File: config.mk
export PLATFORM = sky130hd
export DESIGN_NAME = irq_sched
export DESIGN_NICKNAME = d
export VERILOG_FILES = /design/src/rtl/irq_sched.sv
export SDC_FILE = /design/constraint.sdc
export NUM_CORES = 1
export LEC_CHECK = 0
export CORE_MARGIN = 5
export CORE_UTILIZATION = 41
export CTS_CLUSTER_SIZE = 16
export DETAILED_ROUTE_END_ITERATION = 8
export HOLD_SLACK_MARGIN = 0.02
export PLACE_DENSITY = 0.79
export SYNTH_ARGS = -nofsm -noshare
export SYNTH_HDL_FRONTEND = slang
export SYNTH_SLANG_ARGS = --single-unit
File: constraint.sdc
create_clock -name clk -period 1.2 [get_ports clk]
set_clock_uncertainty 0.1 [all_clocks]
set_input_delay 0.3 -clock clk [delete_from_list [all_inputs] [get_ports clk]]
set_output_delay 0.3 -clock clk [all_outputs]
set_load 0.1 [all_outputs]
File: src/rtl/irq_sched.sv
// Interrupt request scheduler: synchronizes and edge-detects NSRC sources, holds them
// pending under a software mask, and hands the highest-priority one to the core via IRQ.
module irq_sched #(
    parameter int unsigned NSRC = 4
) (
    input  logic            clk,
    input  logic            reset,
    input  logic [NSRC-1:0] irq_src,
    input  logic            kernel,
    input  logic            mask_wr,
    input  logic [NSRC-1:0] mask_din,
    input  logic            irq_ack,
    input  logic            irq_done,
    output logic            IRQ,
    output logic [2:0]      irq_id,
    output logic [NSRC-1:0] mask_q,
    output logic [NSRC-1:0] pending_q
);

    typedef enum logic [1:0] {
        IDLE    = 2'b00,
        REQ     = 2'b01,
        SERVICE = 2'b10
    } state_e;

    state_e          state_q, state_d;
    logic [NSRC-1:0] s1_q, s2_q, s3_q, s3_d;
    logic [NSRC-1:0] rise, clr, cand;
    logic [NSRC-1:0] pending_d, mask_d;
    logic [1:0]      warm_q, warm_d;
    logic [2:0]      id_q, id_d, sel_id;
    logic            sel_vld;

    // Until the pipeline has been loaded twice after reset, s3 follows s1 alongside s2,
    // so lines already high at reset release never look like a rising edge.
    always_comb begin
        warm_d = (warm_q == 2'd2) ? warm_q : warm_q + 2'd1;
        s3_d   = warm_q[1] ? s2_q : s1_q;
        rise   = s2_q & ~s3_q;
    end

    always_comb begin
        clr = '0;
        if (state_q == REQ && irq_ack) begin
            for (int unsigned i = 0; i < NSRC; i++) begin
                clr[i] = (id_q == 3'(i));
            end
        end
        pending_d = (pending_q & ~clr) | rise;
        mask_d    = mask_wr ? mask_din : mask_q;
    end

    always_comb begin
        cand    = pending_q & mask_q;
        sel_vld = 1'b0;
        sel_id  = '0;
        for (int unsigned i = 0; i < NSRC; i++) begin
            if (cand[i] && !sel_vld) begin
                sel_vld = 1'b1;
                sel_id  = 3'(i);
            end
        end
    end

    always_comb begin
        state_d = state_q;
        id_d    = id_q;
        case (state_q)
            IDLE: begin
                if (sel_vld && !kernel) begin
                    state_d = REQ;
                    id_d    = sel_id;
                end
            end
            REQ: begin
                if (irq_ack) begin
                    state_d = SERVICE;
                end
            end
            SERVICE: begin
                if (irq_done) begin
                    state_d = IDLE;
                end
            end
            default: state_d = IDLE;
        endcase
    end

    always_ff @(posedge clk or negedge reset) begin
        if (!reset) begin
            state_q   <= IDLE;
            s1_q      <= '0;
            s2_q      <= '0;
            s3_q      <= '0;
            warm_q    <= '0;
            pending_q <= '0;
            mask_q    <= '0;
            id_q      <= '0;
        end else begin
            state_q   <= state_d;
            s1_q      <= irq_src;
            s2_q      <= s1_q;
            s3_q      <= s3_d;
            warm_q    <= warm_d;
            pending_q <= pending_d;
            mask_q    <= mask_d;
            id_q      <= id_d;
        end
    end

    assign IRQ    = (state_q == REQ);
    assign irq_id = id_q;

endmodule

==> results of run 1 <==
==> through the flow <==
step	instance area [um2]	TNS, ns	cells
after detailed placement	1480	-3.53	137
after CTS	1680	-3.69	156
after floorplan	1000	-0.741	74
after global placement	1480	-2.86	137
final	1710	-3.94	156
after global routing	1710	-4.59	156
==> layout make-up <==
class / count / area [um2] / area share, %
Timing Repair Buffer: 51 / 607 / 35.5
Sequential cell: 26 / 678 / 39.6
Tap cell: 28 / 35.0 / 2.05
Multi-Input combinational cell: 41 / 332 / 19.4
Clock buffer: 4 / 36.3 / 2.12
Inverter: 6 / 22.5 / 1.32
==> worst max-delay path by stage <==
stage / start / endpoint / cells after the start
floorplan: mask_q[3] / state_q[0] / 3
global placement: irq_ack / pending_q[2] / 4
detailed placement: irq_ack / pending_q[1] / 5
CTS: state_q[1] / IRQ / 2
global route: pending_q[3] / pending_q[3] / 2
finish: pending_q[3] / pending_q[3] / 2
==> power groups by stage <==
stage	clock network, mW	logic, mW	registers [mW]
after floorplan	0	0.393	1.93
after global placement	0	1.96	1.22
after detailed placement	0	2.00	1.24
after CTS	0.436	2.39	1.18
after global routing	0.465	2.60	1.21
final	0.422	2.53	1.19
==> synthesized netlist by cell type (all sizes together) <==
cell,number,area [um2]
nor3,1,5.00
o31ai,1,7.51
conb,1,3.75
and2b,1,8.76
nand3b,2,15.0
dfrtp,26,651
ha,1,12.5
a21oi,4,20.0
buf,1,7.51
a22o,4,35.0
a32o,1,10.0
o21ai,6,30.0
nand2,6,22.5
nand4b,1,8.76
mux2,8,90.1
xnor2,1,8.76
nor2,2,7.51
inv,6,22.5
or3,1,6.26
==> what timing repair did <==
item,4_1_cts,5_1_grt
pin swaps,5,7
endpoints found under the setup margin,18,19
setup buffers,15,1
resized for setup,17,7
==> layer usage <==
layer / part of all wire, % / vias up / track usage, %
li1: - / 360 / -
met1: 42 / 399 / 19.0
met2: 51 / 29 / 31.7
met3: 5.0 / 6 / 4.17
met4: 1.9 / 0 / 5.18
met5: 0 / - / 0
==> state kept, by name, indices dropped and copies added (netlist names) <==
register / flops
irq_id: 2
warm_q: 2
s3_q: 4
state_q: 2
mask_q: 4
s2_q: 4
pending_q: 4
s1_q: 4
==> kinds of logic (layout without fill, tap and decap cells) <==
group	Yosys count	after routing	synth area share, %
compound gates	16	16	10.6
buf+inv	7	61	3.09
flops	26	26	66.9
mux	8	8	9.27
fa+ha+maj	1	1	1.29
xor+xnor	1	1	0.901
other cells	1	1	0.386
simple gates	14	14	7.59
==> worst max-delay path: stages (launching register included) <==
cell and delay (ns):
dfrtp_4 0.52, buf_6 0.14, buf_12 0.15
==> run summary, run 1 <==
status: complete, but fails checks
failing checks: setup timing
area added between synthesis and finish: 75.9%
Max Root-Sink Buffers: 2
minimum clock period: 1.52 ns
Hold Crit Class: in2async
PortBufs: 24
final worst slack: -0.323 ns
Worst Setup End Kind: output port
DP HPWL: 1800 um
root buffer cell: clkbuf_4
RSZ-0062 raised after global routing: true
Finished Core Util: 76.6%
PwrDens: 2420 nW/um2
Die Ht: 58.7 um
antenna cell count: 0
Power Total: 4.14 mW
r2r worst-path depth: 4
synth warn: 0
Avg Cell Area, Syn: 13.1 um2
Critical Path Start Type: flip-flop
Fillers: 137
clock tree from TritonCTS: yes
Clk pwr share: 10.2%
final wirelength: 2790 um
worst-path maximum fanout: 2
gr usage total: 17.1%
# Max-Cap Violations: 0
hold buffer count at cts: 0
Comb pwr share: 61.1%
pre-CTS WS: -0.435 ns
CP arrival: 1.12 ns
mapped cell area: 972 um2
Hold Slack: 0.229 ns
most common cell after layout, fill and taps aside: dfrtp_1
CTS buffer count: 3
critical path required time: 0.80 ns
commonest non-fill, non-tap cells in the layout: dfrtp_1 (16), buf_4 (15), clkdlybuf4s50_1 (13)
initial antenna violation count: 0
post-synthesis cell count: 74
internal power: 2.32 mW
final setup fails: 19
Clock Latency Late Sink: 0.31 ns
ratio of cells with drive above 1 in the final layout: 53.1%
final hold vios: 0
sequential cell fraction of total power: 28.7%
register area share after synthesis: 66.9%
routability cong.: 0.815
IO Pins: 26
row cnt: 17
Peak VDD IR: 1810 uV
Clock Sinks: 26
Pre-antenna DRT Iters: 4
DRC: 0
crit share post-route: 127%
initial DRC count: 29
R2R Path Start: state_q[1]
WL/cell: 17.9 um
Net Sw Power: 1.82 mW
htree depth: 1
vias in the first global route: 889
#FFs+latches synth: 26
Routed Antenna Nets: 0
Worst-path clk slew: 0.13 ns
syn nets: 89
Net Sw Frac: 43.9%
fin. max-slew vios: 0
setup slack, reg-to-reg: -0.24 ns
Cell variety after synth: 19
global route total overflow: 0
Die X: 58.7 um
Static Leakage: 0.768 nW
Die ar.: 3450 um2
total number of vias: 794
vias per cell: 5.09
core area: 2230 um2
FMAX: 657 MHz
largest net degree at the start of global routing: 27
first-pass GRT wire length: 4360 um
starting density of the core: 43.5%
nets@finish: 144
reg2reg end: pending_q[2]
Crit Path Category: reg2out
Power figures use the tool's default switching activity.
==> run 2, diff against run 1 <==
--- a/config.mk
+++ b/config.mk
@@ -5,12 +5,14 @@
 export SDC_FILE = /design/constraint.sdc
 export NUM_CORES = 1
 export LEC_CHECK = 0
+export ABC_AREA = 1
 export CORE_MARGIN = 5
-export CORE_UTILIZATION = 41
+export CORE_UTILIZATION = 55
 export CTS_CLUSTER_SIZE = 16
 export DETAILED_ROUTE_END_ITERATION = 8
+export DONT_BUFFER_PORTS = 1
 export HOLD_SLACK_MARGIN = 0.02
-export PLACE_DENSITY = 0.79
+export PLACE_DENSITY = 0.77
 export SYNTH_ARGS = -nofsm -noshare
 export SYNTH_HDL_FRONTEND = slang
 export SYNTH_SLANG_ARGS = --single-unit
==> constraint.sdc (replaced) <==
create_clock -name clk -period 1.85 [get_ports clk]
set_clock_uncertainty 0.1 [all_clocks]
set_input_delay 0.4625 -clock clk [delete_from_list [all_inputs] [get_ports clk]]
set_output_delay 0.4625 -clock clk [all_outputs]
set_load 0.1 [all_outputs]
==> run 2 against run 1 <==
  * The flow now finishes without violations
  * Cell count is 16% lower
  * Die area decreased by 19%
  * Design area decreased by 31%
  * Highest routed layer unchanged
  * Sequential cell count is the same
  * Critical path type unchanged
==> run summary, run 2 <==
global route total overflow: 0 (unchanged)
row cnt: 15 (was 17)
count leader, synth: dfrtp_1 (unchanged)
reg2reg end: pending_q[0] (was pending_q[2])
area leader, netlist: dfrtp_1 (unchanged)
gr usage total: 13.6% (was 17.1%)
status: completed (was complete, but fails checks)
RSZ-0062 raised after global routing: false (was true)
CP arrival: 1.20 ns (was 1.12 ns)
fin. max-slew vios: 0 (unchanged)
PortBufs: 0 (was 24)
Post-Route Setup TNS: 0 ns (was -3.94 ns)
initial antenna violation count: 0 (unchanged)
Worst Setup End Kind: output port (unchanged)
Max Root-Sink Buffers: 2 (unchanged)
DP HPWL: 1300 um (was 1800 um)
CP startpoint: state_q[1] (was pending_q[3])
Peak VDD IR: 984 uV (was 1810 uV)
CP cell instances: nor2_4 > buf_4 (was buf_6 > buf_12)
Hold Crit Class: in2reg (was in2async)
Die ar.: 2780 um2 (was 3450 um2)
FFs w/ async S/R, synth: 100% (unchanged)
initial DRC count: 0 (was 29)
clock tree from TritonCTS: yes (unchanged)
area added between synthesis and finish: 16.7% (was 75.9%)
antenna cell count: 0 (unchanged)
WL/cell: 12.5 um (was 17.9 um)
crit share post-route: 95.2%
Layout Cells excl Fill: 131 (was 156)
setup slack, reg-to-reg: 0.39 ns (was -0.24 ns)
IO Pins: 26 (unchanged)
Clock Sinks: 26 (unchanged)
Static Leakage: 0.577 nW (was 0.768 nW)
FMAX: 568 MHz
synth warn: 0 (unchanged)
Crit Path Category: reg2out (unchanged)
critical path depth: 2 (unchanged)
Fillers: 127 (was 137)
delay-heaviest family, CP: flip-flops (unchanged)
starting density of the core: 58.3% (was 43.5%)
Commonest cells post-synth: dfrtp_1 (26), nand2_1 (17), inv_1 (11) (was dfrtp_1 (26), mux2_2 (8), inv_1 (6), nand2_1 (6), o21ai_0 (6))
EDFF count, synth: 0 (unchanged)
max incr delay on CP: 0.46 ns (was 0.52 ns)
Clock Latency Late Sink: 0.31 ns (about the same)
CTS buffer count: 3 (unchanged)
mapped cell area: 1010 um2 (was 972 um2)
total number of vias: 651 (was 794)
Routed Antenna Nets: 0 (unchanged)
Critical Path Sink: IRQ (was pending_q[3])
htree depth: 1 (unchanged)
Worst-path clk slew: 0.13 ns (about the same)
Hold Slack: 0.0590 ns (was 0.229 ns)
Die Ht: 52.8 um (was 58.7 um)
R2R Path Start: state_q[1] (unchanged)
# Max-Cap Violations: 0 (unchanged)
register area share after synthesis: 64.7% (was 66.9%)
#FFs+latches synth: 26 (unchanged)
Pre-antenna DRT Iters: 1 (was 4)
r2r worst-path depth: 5 (was 4)
Cell variety after synth: 21 (was 19)
core area: 1730 um2 (was 2230 um2)
vias per cell: 4.97 (was 5.09)
area of the multi-input gates: 298 um2 (was 332 um2)
worst-path maximum fanout: 3 (was 2)
post-CTS sizing: 0 (was 17)
register area: 651 um2 (was 678 um2)
PwrDens: 1700 nW/um2 (was 2420 nW/um2)
Avg Cell Area, Syn: 11.1 um2 (was 13.1 um2)
most common cell after layout, fill and taps aside: dfrtp_1 (unchanged)
critical path required time: 1.29 ns (was 0.80 ns)
root buffer cell: clkbuf_4 (unchanged)
Post-DP Area: 1110 um2 (was 1480 um2)
share of the synthesized area in the top cell type: 64.7% (was 66.9%)
largest net degree at the start of global routing: 27 (unchanged)
syn nets: 106 (was 89)
final setup fails: 0 (was 19)
Main synth FF type: dfrtp_1 (unchanged)
routability cong.: 0.707 (was 0.815)
commonest non-fill, non-tap cells in the layout: dfrtp_1 (26), nand2_1 (17), inv_1 (11), buf_4 (11), o21ai_1 (6) (was dfrtp_1 (16), buf_4 (15), clkdlybuf4s50_1 (13))
final hold vios: 0 (unchanged)
Die X: 52.8 um (was 58.7 um)
nets@finish: 122 (was 144)
post-synthesis cell count: 91 (was 74)
Critical Path Start Type: flip-flop (unchanged)
first-pass GRT wire length: 2730 um (was 4360 um)
Crit path buffers/inverters: 1 (was 2)
DRC: 0 (unchanged)
vias in the first global route: 659 (was 889)
Final Cell Area: 1170 um2 (was 1710 um2)
placed insts: 125 (was 137)
CP max stage cell: dfrtp_1 (was dfrtp_4)
minimum clock period: 1.76 ns
Area contributors post-synth: dfrtp_1 (65%), nand2_1 (6.3%), mux2_2 (4.5%) (was dfrtp_1 (67%), mux2_2 (9.3%), a22o_1 (3.6%))
ratio of cells with drive above 1 in the final layout: 26.4% (was 53.1%)
final wirelength: 1630 um (was 2790 um)
==> run 2: layout make-up <==
type | count | share of cell area [%]
inverters | 12 | 3.84
well taps | 25 | 2.67
flip-flops and latches | 26 | 55.4
repair buffers | 13 | 9.59
multi-input cells | 51 | 25.4
clock buffers | 4 | 3.09
==> run 2: repair_timing <==
item | in CTS | in global routing
hold buffers | 2 | 0
hold endpoints to repair | 26 | 0
setup buffers | 0 | 0
==> run 2: power by group <==
| part | internal, mW | leakage (nW) | switching [mW] |
|---|---|---|---|
| logic | 0.205 | 0.259 | 0.782 |
| registers | 0.662 | 0.297 | 0.0689 |
| clock network | 0.120 | 0.0210 | 0.157 |
| total | 0.987 | 0.577 | 1.01 |
==> run 2: metrics by stage <==
step | utilization [%] | total power [mW] | setup slack (ns)
floorplan | - | 1.53 | 0.216
global placement | 64.1 | 1.69 | 0.475
detailed placement | 64.1 | 1.72 | 0.413
CTS | 68.0 | 2.01 | 0.0768
global route | 68.0 | 2.09 | 0.0339
finish | 68.0 | 1.99 | 0.0880
==> run 2: layer usage <==
metal | GRT usage [%] | vias up | share of wire, %
met3 | 3.99 | 2 | 9.7
met5 | 0 | - | 0
met1 | 14.9 | 307 | 39
met2 | 24.6 | 22 | 50
li1 | - | 320 | -
met4 | 5.11 | 0 | 0.86
==> run 2: how the worst min path moves through the flow <==
stage,depth (start not counted),end,slack [ns],from
after CTS,0,s1_q[3],0.06,irq_src[3]
after global routing,0,s1_q[3],0.03,irq_src[3]
final,0,s1_q[3],0.06,irq_src[3]
after global placement,0,irq_id[0],0.07,reset
after detailed placement,0,irq_id[0],0.07,reset
after floorplan,0,irq_id[0],0.07,reset
==> run 2: cell families (layout without fill, tap and decap cells) <==
logic type | after synthesis | after routing | share of synthesized area [%]
simple gates | 28 | 28 | 13.7
flops | 26 | 26 | 64.7
mux | 4 | 4 | 4.48
buf+inv | 14 | 29 | 5.72
other cells | 1 | 1 | 0.373
xor+xnor | 1 | 1 | 0.871
compound gates | 16 | 16 | 8.96
fa+ha+maj | 1 | 1 | 1.24
==> run 2: worst register-to-register path, stage by stage, from the launching register on <==
cell and delay [ns]:
dfrtp_1 0.46, nor2_4 0.12, buf_4 0.31, nand2_4 0.12, o21ai_1 0.15, o21ai_1 0.09
